--- config.mk ---
export PLATFORM = sky130hd
export DESIGN_NAME = ball_engine
export DESIGN_NICKNAME = d
export VERILOG_FILES = /design/src/rtl/ball_engine.sv
export SDC_FILE = /design/constraint.sdc
export NUM_CORES = 1
export LEC_CHECK = 0
export CORE_ASPECT_RATIO = 0.8
export CORE_MARGIN = 5
export CORE_UTILIZATION = 45
export CTS_CLUSTER_SIZE = 20
export DETAILED_ROUTE_END_ITERATION = 16
export PLACE_DENSITY = 0.75
export SYNTH_ARGS = -nofsm -noshare
export SYNTH_HDL_FRONTEND = slang
export SYNTH_SLANG_ARGS = --single-unit
--- constraint.sdc ---
create_clock -name i_clk -period 4 [get_ports i_clk]
set_clock_uncertainty 0.15 [all_clocks]
set_input_delay 0.8 -clock i_clk [delete_from_list [all_inputs] [get_ports i_clk]]
set_output_delay 0.8 -clock i_clk [all_outputs]
set_load 0.005 [all_outputs]
--- src/rtl/ball_engine.sv ---
// rtl/ball_engine.sv - Pong ball engine: serve, step, wall/paddle reflection and scoring.
// Optional paddle-hit speed-up is built only when BALL_SPEEDUP_EN is defined.
module ball_engine #(
    parameter int GAME_WIDTH    = 40,
    parameter int GAME_HEIGHT   = 30,
    parameter int COORD_W       = 6,
    parameter int MOVE_TICKS    = 625000,
    parameter int SERVE_TICKS   = 25000000,
    parameter int PADDLE_HEIGHT = 6,
    parameter int SPEEDUP_STEP  = 25000,
    parameter int MIN_TICKS     = 200000
) (
    input  logic               i_clk,
    input  logic               i_rst,
    input  logic               i_enabled,
    input  logic [COORD_W-1:0] i_col,
    input  logic [COORD_W-1:0] i_row,
    input  logic [COORD_W-1:0] i_paddle1_y,
    input  logic [COORD_W-1:0] i_paddle2_y,
    output logic               o_draw,
    output logic [COORD_W-1:0] o_ball_x,
    output logic [COORD_W-1:0] o_ball_y,
    output logic [1:0]         o_ball_direction,
    output logic               o_score_p1,
    output logic               o_score_p2
);
    typedef enum logic [1:0] {IDLE, SERVE, MOVE, MISS} state_t;

    localparam int MAX_A     = (SERVE_TICKS > MOVE_TICKS) ? SERVE_TICKS : MOVE_TICKS;
    localparam int MAX_TICKS = (MAX_A > MIN_TICKS) ? MAX_A : MIN_TICKS;
    localparam int CNT_W     = $clog2(MAX_TICKS + 1);

    localparam logic [COORD_W-1:0] CENTRE_X   = COORD_W'(GAME_WIDTH / 2);
    localparam logic [COORD_W-1:0] CENTRE_Y   = COORD_W'(GAME_HEIGHT / 2);
    localparam logic [COORD_W-1:0] X_LEFT     = COORD_W'(1);
    localparam logic [COORD_W-1:0] X_RIGHT    = COORD_W'(GAME_WIDTH - 2);
    localparam logic [COORD_W-1:0] X_MAX      = COORD_W'(GAME_WIDTH - 1);
    localparam logic [COORD_W-1:0] Y_TOP      = COORD_W'(1);
    localparam logic [COORD_W-1:0] Y_BOTTOM   = COORD_W'(GAME_HEIGHT - 2);
    localparam logic [COORD_W:0]   PAD_LEN    = (COORD_W + 1)'(PADDLE_HEIGHT);
    localparam logic [CNT_W-1:0]   SERVE_LAST = CNT_W'(SERVE_TICKS - 1);

    state_t             state_q;
    logic [COORD_W-1:0] x_q, y_q, x_d, y_d;
    logic [1:0]         dir_q, dir_d;
    logic [CNT_W-1:0]   cnt_q, period;
    logic               draw_q, score_p1_q, score_p2_q;
    logic               at_left, at_right, in_pad1, in_pad2, miss_left, miss_right, step;

    // One extra bit keeps paddle_y + PADDLE_HEIGHT from wrapping near the bottom.
    assign in_pad1 = ({1'b0, y_q} >= {1'b0, i_paddle1_y}) &&
                     ({1'b0, y_q} <  {1'b0, i_paddle1_y} + PAD_LEN);
    assign in_pad2 = ({1'b0, y_q} >= {1'b0, i_paddle2_y}) &&
                     ({1'b0, y_q} <  {1'b0, i_paddle2_y} + PAD_LEN);

    assign at_left    = (x_q == X_LEFT) && !dir_q[0];
    assign at_right   = (x_q == X_RIGHT) && dir_q[0];
    assign miss_left  = at_left && !in_pad1;
    assign miss_right = at_right && !in_pad2;
    assign step       = (cnt_q == period - CNT_W'(1));

    always_comb begin
        dir_d = dir_q;
        if (y_q == Y_TOP && dir_q[1]) begin
            dir_d[1] = 1'b0;
        end else if (y_q == Y_BOTTOM && !dir_q[1]) begin
            dir_d[1] = 1'b1;
        end
        if (at_left && in_pad1) begin
            dir_d[0] = 1'b1;
        end
        if (at_right && in_pad2) begin
            dir_d[0] = 1'b0;
        end
        y_d = dir_d[1] ? y_q - COORD_W'(1) : y_q + COORD_W'(1);
        if (miss_left) begin
            x_d = '0;
        end else if (miss_right) begin
            x_d = X_MAX;
        end else begin
            x_d = dir_d[0] ? x_q + COORD_W'(1) : x_q - COORD_W'(1);
        end
    end

`ifdef BALL_SPEEDUP_EN
    logic [CNT_W-1:0] period_q, period_hit;

    assign period     = period_q;
    assign period_hit = (int'(period_q) < MIN_TICKS + SPEEDUP_STEP) ? CNT_W'(MIN_TICKS)
                                                                     : period_q - CNT_W'(SPEEDUP_STEP);

    // SERVE is only ever entered from IDLE or MISS, so restoring there covers every serve.
    always_ff @(posedge i_clk) begin
        if (i_rst || !i_enabled || state_q == IDLE || state_q == MISS) begin
            period_q <= CNT_W'(MOVE_TICKS);
        end else if (state_q == MOVE && step && ((at_left && in_pad1) || (at_right && in_pad2))) begin
            period_q <= period_hit;
        end
    end
`else
    assign period = CNT_W'(MOVE_TICKS);
`endif

    always_ff @(posedge i_clk) begin
        draw_q     <= 1'b0;
        score_p1_q <= 1'b0;
        score_p2_q <= 1'b0;
        if (i_rst || !i_enabled) begin
            state_q <= IDLE;
            x_q     <= CENTRE_X;
            y_q     <= CENTRE_Y;
            dir_q   <= 2'b00;
            cnt_q   <= '0;
        end else begin
            draw_q <= (state_q != IDLE) && (i_col == x_q) && (i_row == y_q);
            case (state_q)
                IDLE: begin
                    state_q <= SERVE;
                    cnt_q   <= '0;
                end
                SERVE: begin
                    if (cnt_q == SERVE_LAST) begin
                        state_q <= MOVE;
                        cnt_q   <= '0;
                    end else begin
                        cnt_q <= cnt_q + CNT_W'(1);
                    end
                end
                MOVE: begin
                    if (step) begin
                        cnt_q <= '0;
                        x_q   <= x_d;
                        y_q   <= y_d;
                        dir_q <= dir_d;
                        if (miss_left || miss_right) begin
                            state_q    <= MISS;
                            score_p2_q <= miss_left;
                            score_p1_q <= miss_right;
                        end
                    end else begin
                        cnt_q <= cnt_q + CNT_W'(1);
                    end
                end
                MISS: begin
                    // x is 0 or GAME_WIDTH-1 here; serve back toward the side that missed.
                    state_q <= SERVE;
                    x_q     <= CENTRE_X;
                    y_q     <= CENTRE_Y;
                    dir_q   <= {1'b0, x_q != '0};
                    cnt_q   <= '0;
                end
                default: state_q <= IDLE;
            endcase
        end
    end

    assign o_draw           = draw_q;
    assign o_ball_x         = x_q;
    assign o_ball_y         = y_q;
    assign o_ball_direction = dir_q;
    assign o_score_p1       = score_p1_q;
    assign o_score_p2       = score_p2_q;
endmodule

After elaboration in Yosys (flattened, before gate mapping) --
Cells that the tools add are included. Widths: inputs -> output; s select.
Word-level totals: register bits 44, input bits 27, output and inout bits 17, logic and storage cells 84
Cells by class: $add $sub $neg 7, magnitude comparators 4, equality and inequality tests 14, multiplexer cells 21, bitwise gates (word level) 3, reduce and logical (&&, ||, !) cells 27
Operators by type and width (number):
- $pmux 25 s3 | 1
- $mux 25 | 2
- $mux 6 | 6
- $add 25x1->25 const B | 1
- $eq 25x20->1 const B | 1
- $eq 25x25->1 const B | 1
- $pmux 6 s2 | 2
- $add 6x3->7 const B | 2
- $lt 6x7->1 | 2
- $add 6x1->6 const B | 2
- $eq 6x1->1 const B | 2
- $eq 6x6->1 | 2
- $ge 6x6->1 | 2
- $logic_and 1x1->1 | 12
- $sub 6x1->6 const B | 2
- $mux 2 | 4
- $eq 6x5->1 const B | 1
- $eq 6x6->1 const B | 1
- $ne 2x2->1 const B | 3
- $pmux 2 s3 | 1
- $reduce_bool 6->1 | 1
- $logic_not 1->1 | 5
- $eq 2x2->1 const B | 2
- $mux 1 | 4
- 10 further kinds | 14

Depth between registers and ports, before layout --
depth after elaboration 11, mapped depth 11, gate-level depth less buffers 11

Worst setup path before layout --
No wires, ideal clock.
path type input port to flip-flop, start point input port i_paddle1_y[1], end point register x_q[4] (netlist: o_ball_x[4]), library setup time 0.079 ns, arrival time 2.984 ns, data required time 3.771 ns, slack 0.787 ns, stages 11, cell sequence inv_1 ha_1 xor2_1 ha_1 o211a_1 o31ai_1 a21o_1 a41oi_1 mux2i_1 or4b_1 o211ai_1
Between the ends: word-level cells in the longest chain between the ends 11, elaborated cells on any way between the ends 14, classes of those cells 1 x add/sub; 2 x order compare; 7 x mux; 4 x reduce/logical
RTL lines:
- start, declared | line 18 | input logic [COORD_W-1:0] i_paddle1_y,
- $add 6x3->7 | line 52 | ({1'b0, y_q} < {1'b0, i_paddle1_y} + PAD_LEN);
- $lt 6x7->1 | line 52
- $logic_and 1x1->1 (*) | line 51 | assign in_pad1 = ({1'b0, y_q} >= {1'b0, i_paddle1_y}) &&
- $logic_and 1x1->1 | line 69 | if (at_left && in_pad1) begin
- $mux 1 | line 69
- $mux 1 | line 72 | if (at_right && in_pad2) begin
- $mux 6 | line 81 | x_d = dir_d[0] ? x_q + COORD_W'(1) : x_q - COORD_W'(1);
- $mux 6 | line 78 | end else if (miss_right) begin
- $mux 6 (*) | line 76 | if (miss_left) begin
- $mux 6 (*) | line 130 | if (step) begin
- $pmux 6 s2 (*) | line 116 | case (state_q)
- end signal, assigned | line 110 | x_q <= CENTRE_X;
- end signal, assigned | line 132 | x_q <= x_d;
- end signal, assigned | line 147 | x_q <= CENTRE_X;
- end, declared | line 44 | logic [COORD_W-1:0] x_q, y_q, x_d, y_d;
Mark *: on every way between the ends. The rest lies on a longest branch, timed or not. The select of a mux whose other input is x is not followed. A chain may end at the register's enable or synchronous reset.

Final worst setup path --
start point input port i_paddle2_y[1], end point register state_q[1]
Between the ends: word-level cells in the longest chain between the ends 8, elaborated cells on any way between the ends 9, classes of those cells 1 x add/sub; 2 x order compare; 1 x eq/ne; 5 x reduce/logical
RTL lines:
- start, declared | line 19 | input logic [COORD_W-1:0] i_paddle2_y,
- $add 6x3->7 | line 54 | ({1'b0, y_q} < {1'b0, i_paddle2_y} + PAD_LEN);
- $lt 6x7->1 | line 54
- $logic_and 1x1->1 (*) | line 53 | assign in_pad2 = ({1'b0, y_q} >= {1'b0, i_paddle2_y}) &&
- $logic_not 1->1 (*) | line 59 | assign miss_right = at_right && !in_pad2;
- $logic_and 1x1->1 (*) | line 59
- $logic_or 1x1->1 (*) | line 135 | if (miss_left || miss_right) begin
- $ne 2x2->1 (no source line) (*)
- $reduce_and 3->1 (no source line) (*)
- end signal, assigned | line 136 | state_q <= MISS;
- end signal, assigned | line 146 | state_q <= SERVE;
- end signal, assigned | line 152 | default: state_q <= IDLE;
- end, declared | line 43 | state_t state_q;
Mark *: on every way between the ends. The rest lies on a longest branch, timed or not.

==> metrics.txt <==
register bit count reported by yosys=44; min-delay worst type=flop to flop; dpl ws=94.8 ps; Root Driver=clkbuf_8; Pins Over Slew Limit=0; layout cells sized above 1=4.23%; Tmin final=3640 ps; CP delay by family, top=compound AO/OA/AOI/OAI gates; CTS sink cnt=44; worst setup slack after layout=355 ps; CP Launch Type=input pin; die area=about 8800 µm²; crit path max-delay cell type=o31ai_1; Worst EP arrival=3730 ps; yosys warns=0; GR Overflow Total=0; Residual DRC=0; Core Region=slightly below 7000 µm²; H-tree depth=2; XOR/XNOR share of the synthesized area=13.0%; met2 usage=between 20 and 30%; multiplexer share of the synthesized area=1.93%; final wirelength=7810 µm; GRT busiest layer=met2; synthesized instance count=382; CP max stage delay=790 ps; critical path cell sequence=clkdlybuf4s50_1, inv_1, ha_1, nor2_1, xnor2_1, ha_1, a211o_1, a31oi_1, o31ai_1, o21ai_1, a21boi_1, mux2i_1; Post-Synthesis Net Count=roughly 450; Final Hold Violating Endpoints=0; placed cell areas=3700 µm²; CTS max path bufs=2; post-CTS setup buffers=0; hold wc startpoint=cnt_q[0]; achievable clock frequency=0.274 GHz; Post-synth EDFFs=0; Die X=around 100 µm; vias in the first global route=2798; Critical Path RT=4080 ps; max_cap viols=0; detailed placement HPWL=roughly 6000 µm; main combinational cell family by area after synthesis=simple AND/OR/NAND/NOR gates; CP Capture Type=flop; pin count of the biggest net entering global routing=25; Crit Path Class=input pin to flop; VDD IR max=around 0.14 mV; Post-Syn Area=3170 µm²; final instance area=3810 µm²; Yosys top cell area share=27.8%; RSZ-0062 raised after global routing=no; ant diodes=0; Total GRT Usage=17.7%; Initial Utilization=between 40% and 50%; clock transition at the registers of the reported paths=90 ps; Slew @ Worst Pin=between 1000 and 1500 ps; worst r2r src=o_ball_y[0]; post-synthesis compound-gate area fraction=12.1%; final non-filler cell total=about 500; syn_area_per_cell=8.31 µm²; Die Y=85.1 µm; Worst Setup SP=i_paddle2_y[1]; IO Port Bufs=43; M3 GR Usage=under 10%; GR Util met1=25.4%; row count=27; Clk Latency, worst-skew pair=300 ps; fin util=55.6%; Final setup viols=0; Hold Slack=~350 ps; Max-slew headroom=between 15 and 20%; R2R setup slack=850 ps; most common flop cell mapped by yosys=dfxtp_1; count of cell types in the netlist=54; period utilization=91.1%; top cells by count, synth=dfxtp_1 (44), nor2_1 (44), ha_1 (38); routed len/inst=15.2 µm; global-route wire length before repair=~13000 µm; Leak=1.50 nW; DR vias=2941; initial antenna violation count=0; Worst Path Max Fanout=7; status=finished, final reports clean; leading post-synthesis cells by cell area=dfxtp_1 (28%), ha_1 (15%), xnor2_1 (7.5%), xor2_1 (5.5%), nor2_1 (5.2%); CTS tree=built; most used cell, CP=ha_1; Sum Neg Setup Slack=0 ps; hold-fix buffers at CTS=0; post-CTS sizing=0; total power=0.914 mW; post-synthesis adder-cell area fraction=15.0%; Synth Area in Simple Gates=26.1%; Synth area leader=dfxtp_1; IO Pins=44; post-synthesis sequential area ratio=27.8%; initial DRC count=232; antenna violation net count after detailed routing=0; CP bufs+invs=2; cts bufs inserted=5; asr flop ratio synth=0%; GPL Wtd Cong=0.917; vias per std cell=between 5 and 6; first drt pass iteration count=4; dpl cells=a little over 500; power per cell area=240 nW/µm²; NumNets Final=approximately 500; synthesis-to-finish area growth=20.1%
## kinds of logic (layout without fill, tap and decap cells)
group           after synthesis  after routing
simple gates                154            154
compound gates               59             59
xor+xnor                     47             47
flops                        44             44
fa+ha+maj                    38             38
buf+inv                      34             78
mux                           6              6
## final timing paths
kind | endpoint | depth (start not counted)
max | state_q[1] | 12
min | cnt_q[0] | 1
max reg2reg | state_q[1] | 9
min reg2reg | cnt_q[0] | 1
## cells in the final DEF (no fill, tap or decap), types with 5 or more instances in the layout
cell / instances
nor3_1: 6
nand4_1: 12
mux2i_1: 5
and3_1: 11
xor2_1: 20
dfxtp_1: 44
a21o_1: 6
inv_1: 23
a21oi_1: 14
a31oi_1: 5
clkbuf_8: 5
o21ai_1: 6
nor2_1: 44
xnor2_1: 27
ha_1: 38
nand3_1: 20
o21ai_0: 6
nand2_1: 22
nor4_1: 6
clkdlybuf4s50_1: 43
## final cells by class
type | instances | area, µm²
inverter | 23 | 86.3
sequential | 44 | 881
multi-input combinational | 304 | 2160
timing repair buffer | 47 | 460
clock inverter | 3 | 42.5
tap | 87 | 109
clock buffer | 5 | 68.8
fill | 643 | 3050
## layer usage
layer | wire length (µm) | up-vias
met5 | 0 | -
met4 | 65 | 0
met3 | 365 | 6
met2 | 3540 | 74
met1 | 3840 | 1414
li1 | - | 1447
## power breakdown
| group | switching (mW) | internal [mW] |
|---|---|---|
| Sequential | 0.00633 | 0.441 |
| Clock | 0.156 | 0.185 |
| Combinational | 0.0609 | 0.0661 |
| Total | 0.223 | 0.692 |
## registers in the layout (all words and copies together) (netlist names)
signal	flops
cnt_q	25
o_ball_direction	2
o_ball_x	6
o_ball_y	6
o_draw	1
o_score_p1	1
o_score_p2	1
state_q	2
No activity file was read; power rests on OpenSTA's default activity.
